--- config.mk ---
export PLATFORM = sky130hd
export DESIGN_NAME = multi_ch_clk_div
export DESIGN_NICKNAME = d
export VERILOG_FILES = /design/src/rtl/clk_div_pkg.sv /design/src/rtl/clk_div_channel.sv /design/src/rtl/multi_ch_clk_div.sv
export SDC_FILE = /design/constraint.sdc
export NUM_CORES = 1
export LEC_CHECK = 0
export ABC_AREA = 1
export CORE_MARGIN = 4
export CORE_UTILIZATION = 42
export CTS_BUF_LIST = sky130_fd_sc_hd__clkbuf_4 sky130_fd_sc_hd__clkbuf_8
export DETAILED_ROUTE_END_ITERATION = 10
export PLACE_DENSITY_LB_ADDON = 0.2
export RECOVER_POWER = 50
export SYNTH_ARGS = -nofsm -noshare
export SYNTH_HDL_FRONTEND = slang
export SYNTH_SLANG_ARGS = --single-unit
--- constraint.sdc ---
create_clock -name i_ref_clk -period 4.4 [get_ports i_ref_clk]
set_clock_uncertainty 0.2 [all_clocks]
set_input_delay 0.88 -clock i_ref_clk [delete_from_list [all_inputs] [get_ports i_ref_clk]]
set_output_delay 0.88 -clock i_ref_clk [all_outputs]
set_load 0.02 [all_outputs]
--- src/rtl/clk_div_pkg.sv ---
// Shared types and helpers for the multi-channel clock divider.
// Holds the channel state encoding and the high-phase length rule.
package clk_div_pkg;

    typedef enum logic [1:0] {
        IDLE   = 2'd0,
        DIVIDE = 2'd1,
        BYPASS = 2'd2
    } div_state_t;

    // High phase of an R-cycle period is ceil(R/2), so odd ratios get the extra cycle.
    function automatic logic [31:0] high_len(input logic [31:0] r);
        return (r >> 1) + {31'b0, r[0]};
    endfunction

endpackage

--- src/rtl/clk_div_channel.sv ---
// One divider channel: state machine, period counter and glitch-free bypass mux.
// Ratio and enable changes are honoured only at period boundaries.
module clk_div_channel
    import clk_div_pkg::*;
#(
    parameter int RATIO_WIDTH = 8
) (
    input  logic                   clk,
    input  logic                   rst,
    input  logic                   sync,
    input  logic                   en,
    input  logic [RATIO_WIDTH-1:0] ratio,
    output logic                   div_clk,
    output logic                   rise_tick,
    output logic                   active
);

    localparam logic [RATIO_WIDTH-1:0] ONE = 1;

    div_state_t             state_q, state_d;
    logic [RATIO_WIDTH-1:0] cnt_q, cnt_d;
    logic [RATIO_WIDTH-1:0] ratio_q, ratio_d;
    logic                   div_q, div_d;
    logic                   tick_q, tick_d;
    logic                   active_q;
    logic                   byp_sel_q;
    logic                   byp_latch;
    logic                   period_end;

    assign period_end = (state_q == DIVIDE) && (cnt_q == (ratio_q - ONE));

    always_comb begin
        state_d = state_q;
        cnt_d   = cnt_q;
        ratio_d = ratio_q;
        div_d   = div_q;
        tick_d  = 1'b0;
        case (state_q)
            IDLE: begin
                if (en) begin
                    ratio_d = ratio;
                    cnt_d   = '0;
                    tick_d  = 1'b1;
                    if (ratio > ONE) begin
                        state_d = DIVIDE;
                        div_d   = 1'b1;
                    end else begin
                        state_d = BYPASS;
                        div_d   = 1'b0;
                    end
                end
            end
            DIVIDE: begin
                if (period_end || sync) begin
                    cnt_d = '0;
                    if (!en) begin
                        state_d = IDLE;
                        div_d   = 1'b0;
                    end else begin
                        ratio_d = ratio;
                        tick_d  = 1'b1;
                        if (ratio > ONE) begin
                            div_d = 1'b1;
                        end else begin
                            state_d = BYPASS;
                            div_d   = 1'b0;
                        end
                    end
                end else begin
                    cnt_d = cnt_q + ONE;
                    div_d = (32'(cnt_d) < high_len(32'(ratio_q)));
                end
            end
            BYPASS: begin
                div_d = 1'b0;
                if (!en) begin
                    state_d = IDLE;
                end else begin
                    ratio_d = ratio;
                    tick_d  = 1'b1;
                    if (ratio > ONE) begin
                        state_d = DIVIDE;
                        cnt_d   = '0;
                        div_d   = 1'b1;
                    end
                end
            end
            default: begin
                state_d = IDLE;
                cnt_d   = '0;
                div_d   = 1'b0;
            end
        endcase
    end

    always_ff @(posedge clk) begin
        if (rst) begin
            state_q   <= IDLE;
            cnt_q     <= '0;
            ratio_q   <= '0;
            div_q     <= 1'b0;
            tick_q    <= 1'b0;
            active_q  <= 1'b0;
            byp_sel_q <= 1'b0;
        end else begin
            state_q   <= state_d;
            cnt_q     <= cnt_d;
            ratio_q   <= ratio_d;
            div_q     <= div_d;
            tick_q    <= tick_d;
            active_q  <= (state_d != IDLE);
            byp_sel_q <= (state_d == BYPASS);
        end
    end

    // Select is only allowed to change while the reference clock is low, so the mux never chops a pulse.
    always_latch begin
        if (!clk) begin
            byp_latch <= byp_sel_q;
        end
    end

    assign div_clk   = byp_latch ? clk : div_q;
    assign rise_tick = tick_q;
    assign active    = active_q;

endmodule

--- src/rtl/multi_ch_clk_div.sv ---
// NUM_CH independent integer clock dividers sharing one reference clock.
// A common sync pulse restarts every dividing channel phase-aligned.
module multi_ch_clk_div
    import clk_div_pkg::*;
#(
    parameter int NUM_CH      = 4,
    parameter int RATIO_WIDTH = 8
) (
    input  logic                          i_ref_clk,
    input  logic                          i_rst,
    input  logic                          i_sync,
    input  logic [NUM_CH-1:0]             i_clk_en,
    input  logic [NUM_CH*RATIO_WIDTH-1:0] i_div_ratio,
    output logic [NUM_CH-1:0]             o_div_clk,
    output logic [NUM_CH-1:0]             o_rise_tick,
    output logic [NUM_CH-1:0]             o_active
);

    for (genvar g = 0; g < NUM_CH; g++) begin : gen_ch
        clk_div_channel #(
            .RATIO_WIDTH(RATIO_WIDTH)
        ) u_ch (
            .clk      (i_ref_clk),
            .rst      (i_rst),
            .sync     (i_sync),
            .en       (i_clk_en[g]),
            .ratio    (i_div_ratio[g*RATIO_WIDTH +: RATIO_WIDTH]),
            .div_clk  (o_div_clk[g]),
            .rise_tick(o_rise_tick[g]),
            .active   (o_active[g])
        );
    end

endmodule
# Word-level counts from Yosys, hierarchy flattened
# Index checks and enable logic that the tools add are counted.
word_totals:
  out_inout_bits: 12
  in_bits: 39
  reg_bits: 88
  wordCells: 220
  latchBits: 4
op_classes:
  muxes: 104
  eq_ne: 32
  add_sub_neg: 12
  order_cmp: 8
  n_reduce_logical: 32
ops:
  columns: ["op", "count"]
  rows:
  - ["$mux 8", 24]
  - ["$lt 8x32->1", 4]
  - ["$pmux 8 s3", 4]
  - ["$pmux 8 s2", 4]
  - ["$mux 2", 28]
  - ["$add 7x1->8", 4]
  - ["$add 8x1->8 const B", 4]
  - ["$eq 8x8->1", 4]
  - ["$gt 8x1->1 const B", 4]
  - ["$mux 1", 32]
  - ["$sub 8x1->8 const B", 4]
  - ["$ne 2x2->1 const B", 12]
  - ["$pmux 2 s3", 4]
  - ["$eq 2x2->1 const B", 8]
  - ["$reduce_bool 2->1", 8]
  - ["$pmux 1 s3", 4]
  - ["$reduce_and 3->1", 4]
  - ["$eq 2x1->1 const B", 4]
  - ["$logic_not 2->1", 4]
  - ["$ne 2x1->1 const B", 4]
  - ["$pmux 1 s2", 4]
  - ["$reduce_and 2->1", 4]
  - ["$reduce_or 2->1", 4]
  - ["$logic_and 1x1->1", 4]
  - ["$logic_or 1x1->1", 4]

# Depth between registers and ports, before layout
# Gate-level depths: netlist of run 1.
depth:
  depth_word: 7
  depth_mapped: 18
  ltp_nobuf: 18

# Cells and area by module
# A second synthesis of run 1 with hierarchy kept.
unflattened:
  cells_unflattened: 899
  area_unflattened_um2: 6251.0
modules_own_cells:
  columns: ["module", "instances", "cells_per_inst", "area_per_inst_um2", "seq_area_each_um2"]
  rows:
  - ["clk_div_channel (gen_ch[0].u_ch ...)", 3, 225, 1557.7, 440.4]
  - ["clk_div_channel (gen_ch[3].u_ch)", 1, 224, 1577.8, 440.4]

==> results of run 1 <==
## cell usage in the layout (no fill, tap or decap), types with 12 or more instances in the layout
cell and count:
sky130_fd_sc_hd__nand2_1 216, sky130_fd_sc_hd__inv_1 93, sky130_fd_sc_hd__nor2_1 88, sky130_fd_sc_hd__a21oi_1 88
sky130_fd_sc_hd__dfxtp_1 88, sky130_fd_sc_hd__nand3_1 65, sky130_fd_sc_hd__o21ai_0 48, sky130_fd_sc_hd__ha_1 44
sky130_fd_sc_hd__clkdlybuf4s50_1 34, sky130_fd_sc_hd__xor2_1 33, sky130_fd_sc_hd__xnor2_1 22, sky130_fd_sc_hd__clkbuf_8 13
sky130_fd_sc_hd__nand4_1 12, sky130_fd_sc_hd__nor2_2 12
## metrics by stage
step / setup TNS [ps] / hold slack, ps / worst slack, ps / cells
global route: -1025 / 212.5 / -270.7 / 1122
floorplan: 0 / 171.0 / 276.5 / 902
finish: -836.6 / 202.9 / -222.0 / 1122
CTS: -948.5 / 204.2 / -253.5 / 1122
global placement: -400.3 / 171.2 / -100.7 / 1102
detailed placement: -418.4 / 172.9 / -108.4 / 1102
## cells by family after synthesis
group,after synthesis
buffers and inverters,137
xor gates and xnor gates,55
muxes,4
adders and majority gates,44
and+or+nand+nor,420
DFF,88
latches,4
AOI/OAI and AO/OA,150
## final cells by class
type                       instances  area [um^2]
fill                            1499         7556
timing repair buffer              48        470.5
multi-input combinational        673         3691
clock buffer                      18        231.5
tap                              184        230.2
inverter                         101        379.1
sequential                        92         1827
clock inverter                     6        93.84
## where the power goes
part / internal (mW) / switching [mW] / leakage [nW] / total (mW)
logic: 0.157 / 0.225 / 2.11 / 0.382
registers: 0.857 / 0.0479 / 0.755 / 0.905
clock network: 0.424 / 0.363 / 0.196 / 0.787
## how the worst min path moves through the flow
stage	to	slack (ps)
2_1_floorplan	gen_ch[0].u_ch.byp_latch$_DLATCH_N_	170
3_3_place_gp	gen_ch[1].u_ch.byp_latch$_DLATCH_N_	170
3_5_place_dp	gen_ch[1].u_ch.byp_latch$_DLATCH_N_	170
4_1_cts	gen_ch[1].u_ch.byp_latch$_DLATCH_N_	200
5_1_grt	gen_ch[1].u_ch.byp_latch$_DLATCH_N_	210
6_report	gen_ch[1].u_ch.byp_latch$_DLATCH_N_	200
## state kept, by name, summed over array words and instances, names as in the netlist
register,count
gen_ch.u_ch.div_q,4
gen_ch.u_ch.ratio_q,32
gen_ch.u_ch.byp_sel_q,4
gen_ch.u_ch.state_q,8
gen_ch.u_ch.byp_latch,4
gen_ch.u_ch.rise_tick,4
gen_ch.u_ch.cnt_q,32
gen_ch.u_ch.active,4
## timing repair
item | CTS | global route
endpoints found under the hold margin | 0 | 0
pin swaps | 0 | 0
endpoints found under the setup margin | 4 | 4
gates resized for setup | 33 | 0
## layer usage
layer,vias up,routed length [um],GRT usage [%],share of wire (%)
li1,2983,-,-,-
met1,2370,7022,23.37,50
met2,80,5949,27.04,43
met3,21,750,5.523,5.4
met4,0,238,5.250,1.7
met5,-,0,0,0
==> summary.txt, run 1 <==
Run status
  – Status: complete, but fails checks
  – Violated checks: setup timing

Timing
  – Final-report hold violation count: 0
  – Final setup violation count: 4
  – Max-slew headroom: about 55%
  – Worst Max-Slew Pin Slew: approximately 660 ps
  – Setup repair after global routing missed its margin: true
  – Post-route worst setup slack: -222.0 ps
  – Count of pins over their slew limit: 0

Min path
  – Worst Min Path Start: gen_ch[1].u_ch.byp_sel_q$_SDFF_PP0_
  – Kind of path behind the tightest hold check: reg2latch
  – Cell count of the worst hold path: 0

Synth
  – Share of synthesized flip-flops with an asynchronous set or reset: 0%
  – Adder and majority cell fraction of the synthesized area: 8.918%
  – Warning count from the yosys run: 0
  – Multiplexer area fraction after synthesis: 0.7296%
  – Leading register cell type out of synthesis: sky130_fd_sc_hd__dfxtp_1
  – Complex-gate fraction of the synthesized area: around an eighth
  – XOR/XNOR Fraction of Synth Area: between 7 and 8%
  – Leading post-synthesis cells by cell area: sky130_fd_sc_hd__dfxtp_1 (29%), sky130_fd_sc_hd__nand2_1 (13%), sky130_fd_sc_hd__ha_1 (8.9%)
  – Largest family of logic cells by synthesized area: simple AND/OR/NAND/NOR gates
  – Register bit total from synthesis: a little over 90
  – Most common cell in the netlist: sky130_fd_sc_hd__nand2_1
  – Portion of synthesized cell area occupied by the leading cell type: 28.54%
  – Number of flops mapped to enable cells by yosys: 0
  – Post-synthesis area per instance: 6.844 um^2
  – Top post-synthesis cells by count: sky130_fd_sc_hd__nand2_1 (212), sky130_fd_sc_hd__inv_1 (90), sky130_fd_sc_hd__a21oi_1 (88), sky130_fd_sc_hd__dfxtp_1 (88), sky130_fd_sc_hd__nor2_1 (86)
  – Area of the mapped netlist: 6173 um^2
  – Post-synthesis cell type count: 39
  – Number of nets in the synthesized netlist: 985
  – Most area-hungry cell type in the Yosys netlist: sky130_fd_sc_hd__dfxtp_1
  – Gate count after technology mapping: 902
  – Simple-gate portion of the synthesized area: between 30 and 40%

Floorplanning
  – Total I/O pin count: 51
  – FP Rows: 44
  – Horiz. Die Dim: 129.2 um
  – Placeable core region: 14480 um^2
  – Die Area: 16700 um^2
  – Floorplan die height: around 130 um
  – Initial Util: 42.64%

Worst setup path
  – Setup crit start kind: latch
  – Cell chain of the critical path: mux2_4, buf_6
  – Critical path capture point: o_div_clk[0]
  – Start-to-end type of the worst setup path: latch2out
  – Kind of cell adding the most delay to the critical path: latches
  – Max stage delay on crit path: 420 ps
  – Number of buffer and inverter stages on the critical path: 1
  – Worst EP arrival: 3540 ps
  – Slowest cell on the critical path: sky130_fd_sc_hd__dlxtn_2
  – Critical Path Fanout Max: 1
  – Data required, critical path: 3320 ps
  – Type of destination of the critical path: output pin
  – Endpoint of the most critical register-to-register path: gen_ch[0].u_ch.ratio_q[1]$_SDFFE_PP0P_
  – Cells on worst reg2reg path: 13
  – Register-to-register path setup slack: 1440 ps
  – Start point of the critical path: gen_ch[0].u_ch.byp_latch$_DLATCH_N_
  – Worst path depth: 2
  – FF-to-FF Start: gen_ch[0].u_ch.ratio_q[0]$_SDFFE_PP0P_

Global routing
  – Number of global-route vias before repair: 5135
  – Initial antenna violation count: 0
  – Overall track demand over capacity in global routing: 17.47%
  – Global-route wire length before repair: 23720 um
  – GR Overflow Total: 0
  – Pin count of the biggest net entering global routing: 42

Route
  – Residual DRC count: 0
  – Antenna-violating nets left: 0
  – Violation count after the first detailed-routing iteration: 339
  – Drt first pass iters: 4
  – Detail-routed net length per standard cell: 12.44 um
  – Total length of routed wires: 13960 um
  – DR vias/cell: 4.861
  – Total via count after detailed routing: 5454

Pwr
  – Leakage power: 3.065 nW
  – Total power: 2.074 mW
  – Maximum ir drop on the vdd rail: 0.0002317 V
  – Cell area power density: roughly 300 nW/um^2

Place
  – Number of buffers inserted by port buffering: 50
  – RD Place Congestion: 0.8504
  – Placed wire-length estimate after detailed placement: 10670 um
  – Placement Cell Area: 6688 um^2

Layout
  – Synthesis-to-layout area growth: 12.14%
  – Count of antenna diodes in the layout: 0
  – Utilization after layout: 47.81%
  – Share of post-route cells with drive strength above 1: 6.823%
  – Final-stage net count: 1016
  – Design area: slightly below 7000 um^2

Clock tree
  – Number of setup buffers added after CTS: 0
  – Clock slew at reported path FFs: 90 ps
  – CTS tree: yes
  – Worst skew pair latency: 490 ps
  – Hold-fix buffers at CTS: 0

Flow run
  – Maxcap violations: 0
Note: power is estimated with default switching activity, not from simulation.
==> run 2, diff against run 1 <==
Clock period 4.4 ns to 6 ns, I/O delays scaled along.
==> run 2 against run 1 <==
Compared with the run above: utilization down 0.71 points; clock-buffer cell count increased by 1; critical path depth unchanged; cell area decreased by 1.5%; sequential cell count is the same; largest power group unchanged; non-clock buffer count shrank 1; the flow now finishes without violations; sequential power shrank 27%; sequential share of layout area is 0.32 points higher; combinational power is 27% lower.
==> summary.txt, run 2 (synthesized netlist as in run 1, its figures left out) <==
Pwr
  – Proportion of power drawn by the clock network: 33.4% (-4.5 points)
  – Cell area power density: 207.4 nW/um^2 (-31%)
  – Power share of the sequential group: 47.0% (+3.4 points)
  – Maximum ir drop on the vdd rail: 0.0001343 V (-42%)
  – Switching share of power: 31.50% (+0.85 points)
  – Share of total power in combinational logic: 19.7% (+1.3 points)
  – Psw: 0.4455 mW (-30%)
  – Leakage power: 3.011 nW (-1.8%)
  – Internal Dissipation: 0.9688 mW (-33%)

Worst setup path
  – Critical path capture point: o_div_clk[0]
  – Data required, critical path: 4600 ps (+1280 ps)
  – Start-to-end type of the worst setup path: latch2out
  – Setup crit start kind: latch
  – Cells on worst reg2reg path: 0 (-13)
  – Critical Path Fanout Max: 1 (unchanged)
  – FF-to-FF Start: gen_ch[2].u_ch.byp_sel_q$_SDFF_PP0_
  – Type of destination of the critical path: output pin
  – Register-to-register path setup slack: 2480 ps (+1040 ps)
  – Start point of the critical path: gen_ch[0].u_ch.byp_latch$_DLATCH_N_
  – Worst EP arrival: 4510 ps (+970 ps)
  – Endpoint of the most critical register-to-register path: gen_ch[2].u_ch.byp_latch$_DLATCH_N_

Route
  – Total length of routed wires: 13780 um (-1.3%)
  – Total via count after detailed routing: 5502 (+0.88%)
  – Detail-routed net length per standard cell: 12.30 um (-1.1%)
  – Violation count after the first detailed-routing iteration: 262 (-23%)
  – Residual DRC count: 0 (unchanged)
  – Antenna-violating nets left: 0 (unchanged)
  – DR vias/cell: 4.913 (+1.1%)
  – Drt first pass iters: 5 (+1)

Clock tree
  – CTS tree: yes
  – Worst skew pair latency: 480 ps (about the same)
  – Clock slew at reported path FFs: 90 ps (about the same)

Layout
  – # fillers: 1563 (+4.3%)
  – Number of standard cells in the final layout excluding fillers: 1120 (-0.18%)
  – Count of antenna diodes in the layout: 0 (unchanged)
  – Share of post-route cells with drive strength above 1: 6.090% (-0.73 points)
  – Final-stage net count: 1015 (-0.098%)
  – Leading cell types in the layout, fill and taps excluded: sky130_fd_sc_hd__nand2_1 (218), sky130_fd_sc_hd__inv_1 (91), sky130_fd_sc_hd__nor2_1 (88), sky130_fd_sc_hd__a21oi_1 (88), sky130_fd_sc_hd__dfxtp_1 (88)
  – Commonest non-fill, non-tap cell in the layout: sky130_fd_sc_hd__nand2_1
  – Largest registers: gen_ch.u_ch.cnt_q x32, gen_ch.u_ch.ratio_q x32, gen_ch.u_ch.state_q x8
  – Synthesis-to-layout area growth: 10.48%
  – Utilization after layout: 47.11% (-0.71 points)

Run status
  – Status: complete, no violations

Floorplanning
  – Initial Util: 42.64% (unchanged)
  – Floorplan die height: 129.2 um (unchanged)
  – Total I/O pin count: 51 (unchanged)
  – FP Rows: 44 (unchanged)
  – Die Area: 16700 um^2 (unchanged)
  – Horiz. Die Dim: 129.2 um (unchanged)
  – Placeable core region: 14480 um^2 (unchanged)

Flow run
  – Maxcap violations: 0 (unchanged)

Timing
  – Setup repair after global routing missed its margin: false
  – Count of pins over their slew limit: 0 (unchanged)
  – Total negative slack: 0 ps (+836.6 ps)
  – Worst Max-Slew Pin Slew: 1195 ps (+531.9 ps)
  – Final setup violation count: 0 (-4)
  – Final-report hold violation count: 0 (unchanged)
  – Max-slew headroom: 20.26% (-35 points)

Global routing
  – Global-route wire length before repair: 23490 um (-0.99%)
  – Pin count of the biggest net entering global routing: 43 (+2.4%)
  – Number of global-route vias before repair: 5067 (-1.3%)
  – Overall track demand over capacity in global routing: 17.37% (-0.093 points)
  – GR Overflow Total: 0 (unchanged)
  – Initial antenna violation count: 0 (unchanged)

Place
  – RD Place Congestion: 0.8599 (+1.1%)
  – Placed wire-length estimate after detailed placement: 10500 um (-1.6%)
  – Placed cell count: 1101 (-0.091%)
  – Number of buffers inserted by port buffering: 50 (unchanged)

Min path
  – Kind of path behind the tightest hold check: reg2latch
run 2: repair_timing:
item / CTS / global route
hold buffers: 0 / 0
buffers inserted: 0 / 0
pin swaps: 0 / 0
gates resized for setup: 5 / 4
endpoints found under the setup margin: 4 / 3
run 2: metrics by stage:
step           power (mW)  hold slack [ps]  worst slack, ps  cell area, um^2
5_1_grt             1.525            195.5          0.01465             6820
3_3_place_gp       0.9736            171.1            378.2             6680
2_1_floorplan      0.8993            171.0            756.5             6173
3_5_place_dp       0.9765            172.9            374.5             6680
6_report            1.414            186.9            87.96             6820
4_1_cts             1.452            183.8            17.89             6903
run 2: layer usage:
layer	global-route usage, %	routed length (um)	up-vias
met5	0	0	-
met4	4.941	166	0
met3	5.977	722	13
met2	26.83	5936	84
met1	23.12	6952	2437
li1	-	-	2968
run 2: power by group through the flow:
| stage | clock [mW] | sequential (mW) | combinational, mW |
|---|---|---|---|
| floorplan | 0.00971 | 0.663 | 0.227 |
| global placement | 0.0107 | 0.679 | 0.284 |
| detailed placement | 0.0107 | 0.679 | 0.287 |
| CTS | 0.498 | 0.665 | 0.289 |
| global route | 0.529 | 0.670 | 0.326 |
| finish | 0.472 | 0.664 | 0.278 |
run 2: worst min-delay path by stage:
stage	start	endpoint	slack [ps]	cells after the start
6_report	gen_ch[0].u_ch.byp_sel_q$_SDFF_PP0_	gen_ch[0].u_ch.byp_latch$_DLATCH_N_	190	0
4_1_cts	gen_ch[0].u_ch.byp_sel_q$_SDFF_PP0_	gen_ch[0].u_ch.byp_latch$_DLATCH_N_	180	0
3_3_place_gp	gen_ch[1].u_ch.byp_sel_q$_SDFF_PP0_	gen_ch[1].u_ch.byp_latch$_DLATCH_N_	170	0
2_1_floorplan	gen_ch[0].u_ch.byp_sel_q$_SDFF_PP0_	gen_ch[0].u_ch.byp_latch$_DLATCH_N_	170	0
3_5_place_dp	gen_ch[0].u_ch.byp_sel_q$_SDFF_PP0_	gen_ch[0].u_ch.byp_latch$_DLATCH_N_	170	0
5_1_grt	gen_ch[0].u_ch.byp_sel_q$_SDFF_PP0_	gen_ch[0].u_ch.byp_latch$_DLATCH_N_	200	0
run 2: area by class of cell:
class	count	area, um^2	share of cell area [%]
clock buffers	19	229.0	3.357
clock inverters	4	26.28	0.3853
inverters	101	379.1	5.559
multi-input cells	673	3671	53.82
flip-flops and latches	92	1822	26.71
well taps	184	230.2	3.376
repair buffers	47	462.9	6.788
run 2: critical path, stage by stage, from the launching register on:
cell	delay [ps]
sky130_fd_sc_hd__dlxtn_1	410
sky130_fd_sc_hd__mux2_2	340
sky130_fd_sc_hd__clkdlybuf4s15_1	300
==> run 3, diff against run 2 <==
Settings changed: REMOVE_ABC_BUFFERS from default to 1.
==> run 3 against run 2 <==
Compared with the run above: critical path depth stayed put; sequential power hardly changed; utilization is 0.20 points higher; clock power is 6.1% higher; sequential share of layout area is 0.11 points lower; cell area is 0.42% higher; die area stayed put; first-iteration DRC count is 13% higher; clock-buffer cell count is 2 lower; hold slack better by 9.9 ps.
==> summary.txt, run 3 (synthesized netlist as in run 1, its figures left out) <==
Floorplanning
  – Horiz. Die Dim: 129.2 um (unchanged)
  – Total I/O pin count: 51 (unchanged)
  – FP Rows: 44 (unchanged)
  – Initial Util: 42.64% (unchanged)
  – Floorplan die height: 129.2 um (unchanged)
  – Die Area: 16700 um^2 (unchanged)
  – Placeable core region: 14480 um^2 (unchanged)

Route
  – Detail-routed net length per standard cell: 11.95 um (-2.9%)
  – Violation count after the first detailed-routing iteration: 297 (+13%)
  – Total length of routed wires: 13390 um (-2.8%)
  – Total via count after detailed routing: 5418 (-1.5%)
  – Drt first pass iters: 5 (unchanged)
  – DR vias/cell: 4.833 (-1.6%)
  – Antenna-violating nets left: 0 (unchanged)
  – Residual DRC count: 0 (unchanged)

Worst setup path
  – Worst EP arrival: 4520 ps (about the same)
  – Register-to-register path setup slack: 2470 ps (about the same)
  – Type of destination of the critical path: output pin
  – Data required, critical path: 4600 ps (about the same)
  – Start-to-end type of the worst setup path: latch2out
  – FF-to-FF Start: gen_ch[0].u_ch.byp_sel_q$_SDFF_PP0_
  – Cells on worst reg2reg path: 0 (unchanged)
  – Setup crit start kind: latch
  – Endpoint of the most critical register-to-register path: gen_ch[0].u_ch.byp_latch$_DLATCH_N_
  – Critical Path Fanout Max: 1 (unchanged)

Global routing
  – Number of global-route vias before repair: 4892 (-3.5%)
  – Pin count of the biggest net entering global routing: 43 (unchanged)
  – Global-route wire length before repair: 22310 um (-5.0%)
  – Overall track demand over capacity in global routing: 16.54% (-0.83 points)
  – Initial antenna violation count: 0 (unchanged)
  – GR Overflow Total: 0 (unchanged)

Timing
  – Max-slew headroom: 22.25% (+2.0 points)
  – Final setup violation count: 0 (unchanged)
  – Count of pins over their slew limit: 0 (unchanged)
  – Total negative slack: 0 ps (unchanged)
  – Worst Max-Slew Pin Slew: 1165 ps (-29.90 ps)
  – Final-report hold violation count: 0 (unchanged)
  – Setup repair after global routing missed its margin: false

Layout
  – Synthesis-to-layout area growth: 10.94%
  – Multi-input gate area: 3684 um^2 (+0.34%)
  – Final-stage net count: 1015 (unchanged)
  – Share of post-route cells with drive strength above 1: 6.403% (+0.31 points)
  – Storage cell area: 1822 um^2 (unchanged)
  – # fillers: 1505 (-3.7%)
  – Design area: 6849 um^2 (+0.42%)
  – Leading cell types in the layout, fill and taps excluded: sky130_fd_sc_hd__nand2_1 (216), sky130_fd_sc_hd__inv_1 (91), sky130_fd_sc_hd__a21oi_1 (88), sky130_fd_sc_hd__dfxtp_1 (88), sky130_fd_sc_hd__nor2_1 (87)
  – Commonest non-fill, non-tap cell in the layout: sky130_fd_sc_hd__nand2_1
  – Largest registers: gen_ch.u_ch.cnt_q x32, gen_ch.u_ch.ratio_q x32, gen_ch.u_ch.state_q x8
  – Count of antenna diodes in the layout: 0 (unchanged)

Min path
  – Kind of path behind the tightest hold check: reg2latch
  – Worst-case hold path end point: gen_ch[1].u_ch.byp_latch$_DLATCH_N_
  – Worst Min Path Start: gen_ch[1].u_ch.byp_sel_q$_SDFF_PP0_
  – Cell count of the worst hold path: 0 (unchanged)

Pwr
  – Leakage power: 3.022 nW (+0.36%)
  – Maximum ir drop on the vdd rail: 0.0001276 V (-5.0%)
  – Total power: 1.442 mW (+2.0%)
  – Cell area power density: 210.6 nW/um^2 (+1.5%)

Clock tree
  – CTS tree: yes
  – Worst skew pair latency: 490 ps (about the same)
  – Clock slew at reported path FFs: 90 ps (about the same)
  – Number of setup buffers added after CTS: 0 (unchanged)

Place
  – Placed wire-length estimate after detailed placement: 10110 um (-3.7%)
  – Number of buffers inserted by port buffering: 50 (unchanged)
  – RD Place Congestion: 0.8945 (+4.0%)
  – Placement Cell Area: 6680 um^2 (unchanged)

Flow run
  – Maxcap violations: 0 (unchanged)

Run status
  – Status: complete, no violations
run 3: stage by stage:
stage	hold slack, ps	setup slack, ps	utilization (%)	std cells
floorplan	171.0	843.7	-	866
global placement	171.8	379.2	46.14	1101
detailed placement	173.3	371.0	46.14	1101
CTS	199.5	48.73	47.74	1121
global route	207.5	21.72	47.30	1121
finish	196.9	79.28	47.30	1121
run 3: final cells by class:
type / count / area share, %
Inverter: 101 / 5.535
Clock buffer: 17 / 3.124
Tap cell: 184 / 3.361
Timing Repair Buffer: 47 / 6.759
Sequential cell: 92 / 26.60
Multi-Input combinational cell: 673 / 53.78
Clock inverter: 7 / 0.8403
run 3: timing repair:
action / 4_1_cts / 5_1_grt
hold buffers: 0 / 0
setup endpoints to repair: 4 / 0
resized for setup: 4 / 0
run 3: worst max-delay path, cell delays in order (launching register included):
cell and delay, ps:
sky130_fd_sc_hd__dlxtn_1 410, sky130_fd_sc_hd__mux2_2 320, sky130_fd_sc_hd__dlygate4sd2_1 320
run 3: worst max-delay path by stage:
stage | start | endpoint | slack [ps]
2_1_floorplan | gen_ch[0].u_ch.byp_latch$_DLATCH_N_ | o_div_clk[0] | 840
3_3_place_gp | gen_ch[0].u_ch.byp_latch$_DLATCH_N_ | o_div_clk[0] | 380
3_5_place_dp | gen_ch[0].u_ch.byp_latch$_DLATCH_N_ | o_div_clk[0] | 370
4_1_cts | gen_ch[0].u_ch.byp_latch$_DLATCH_N_ | o_div_clk[0] | 50
5_1_grt | gen_ch[0].u_ch.byp_latch$_DLATCH_N_ | o_div_clk[0] | 20
6_report | gen_ch[0].u_ch.byp_latch$_DLATCH_N_ | o_div_clk[0] | 80
run 3: power by group:
| group | leakage [nW] | internal [mW] | switching, mW |
|---|---|---|---|
| Combinational | 2.11 | 0.115 | 0.162 |
| Sequential | 0.752 | 0.629 | 0.0345 |
| Clock | 0.161 | 0.219 | 0.283 |
| Total | 3.02 | 0.963 | 0.479 |
run 3: layer usage:
metal | GRT usage (%) | routed length [um] | up-vias
met5 | 0 | 0 | -
li1 | - | - | 2963
met1 | 21.26 | 6572 | 2356
met3 | 4.411 | 545 | 15
met2 | 26.49 | 6077 | 84
met4 | 6.547 | 199 | 0
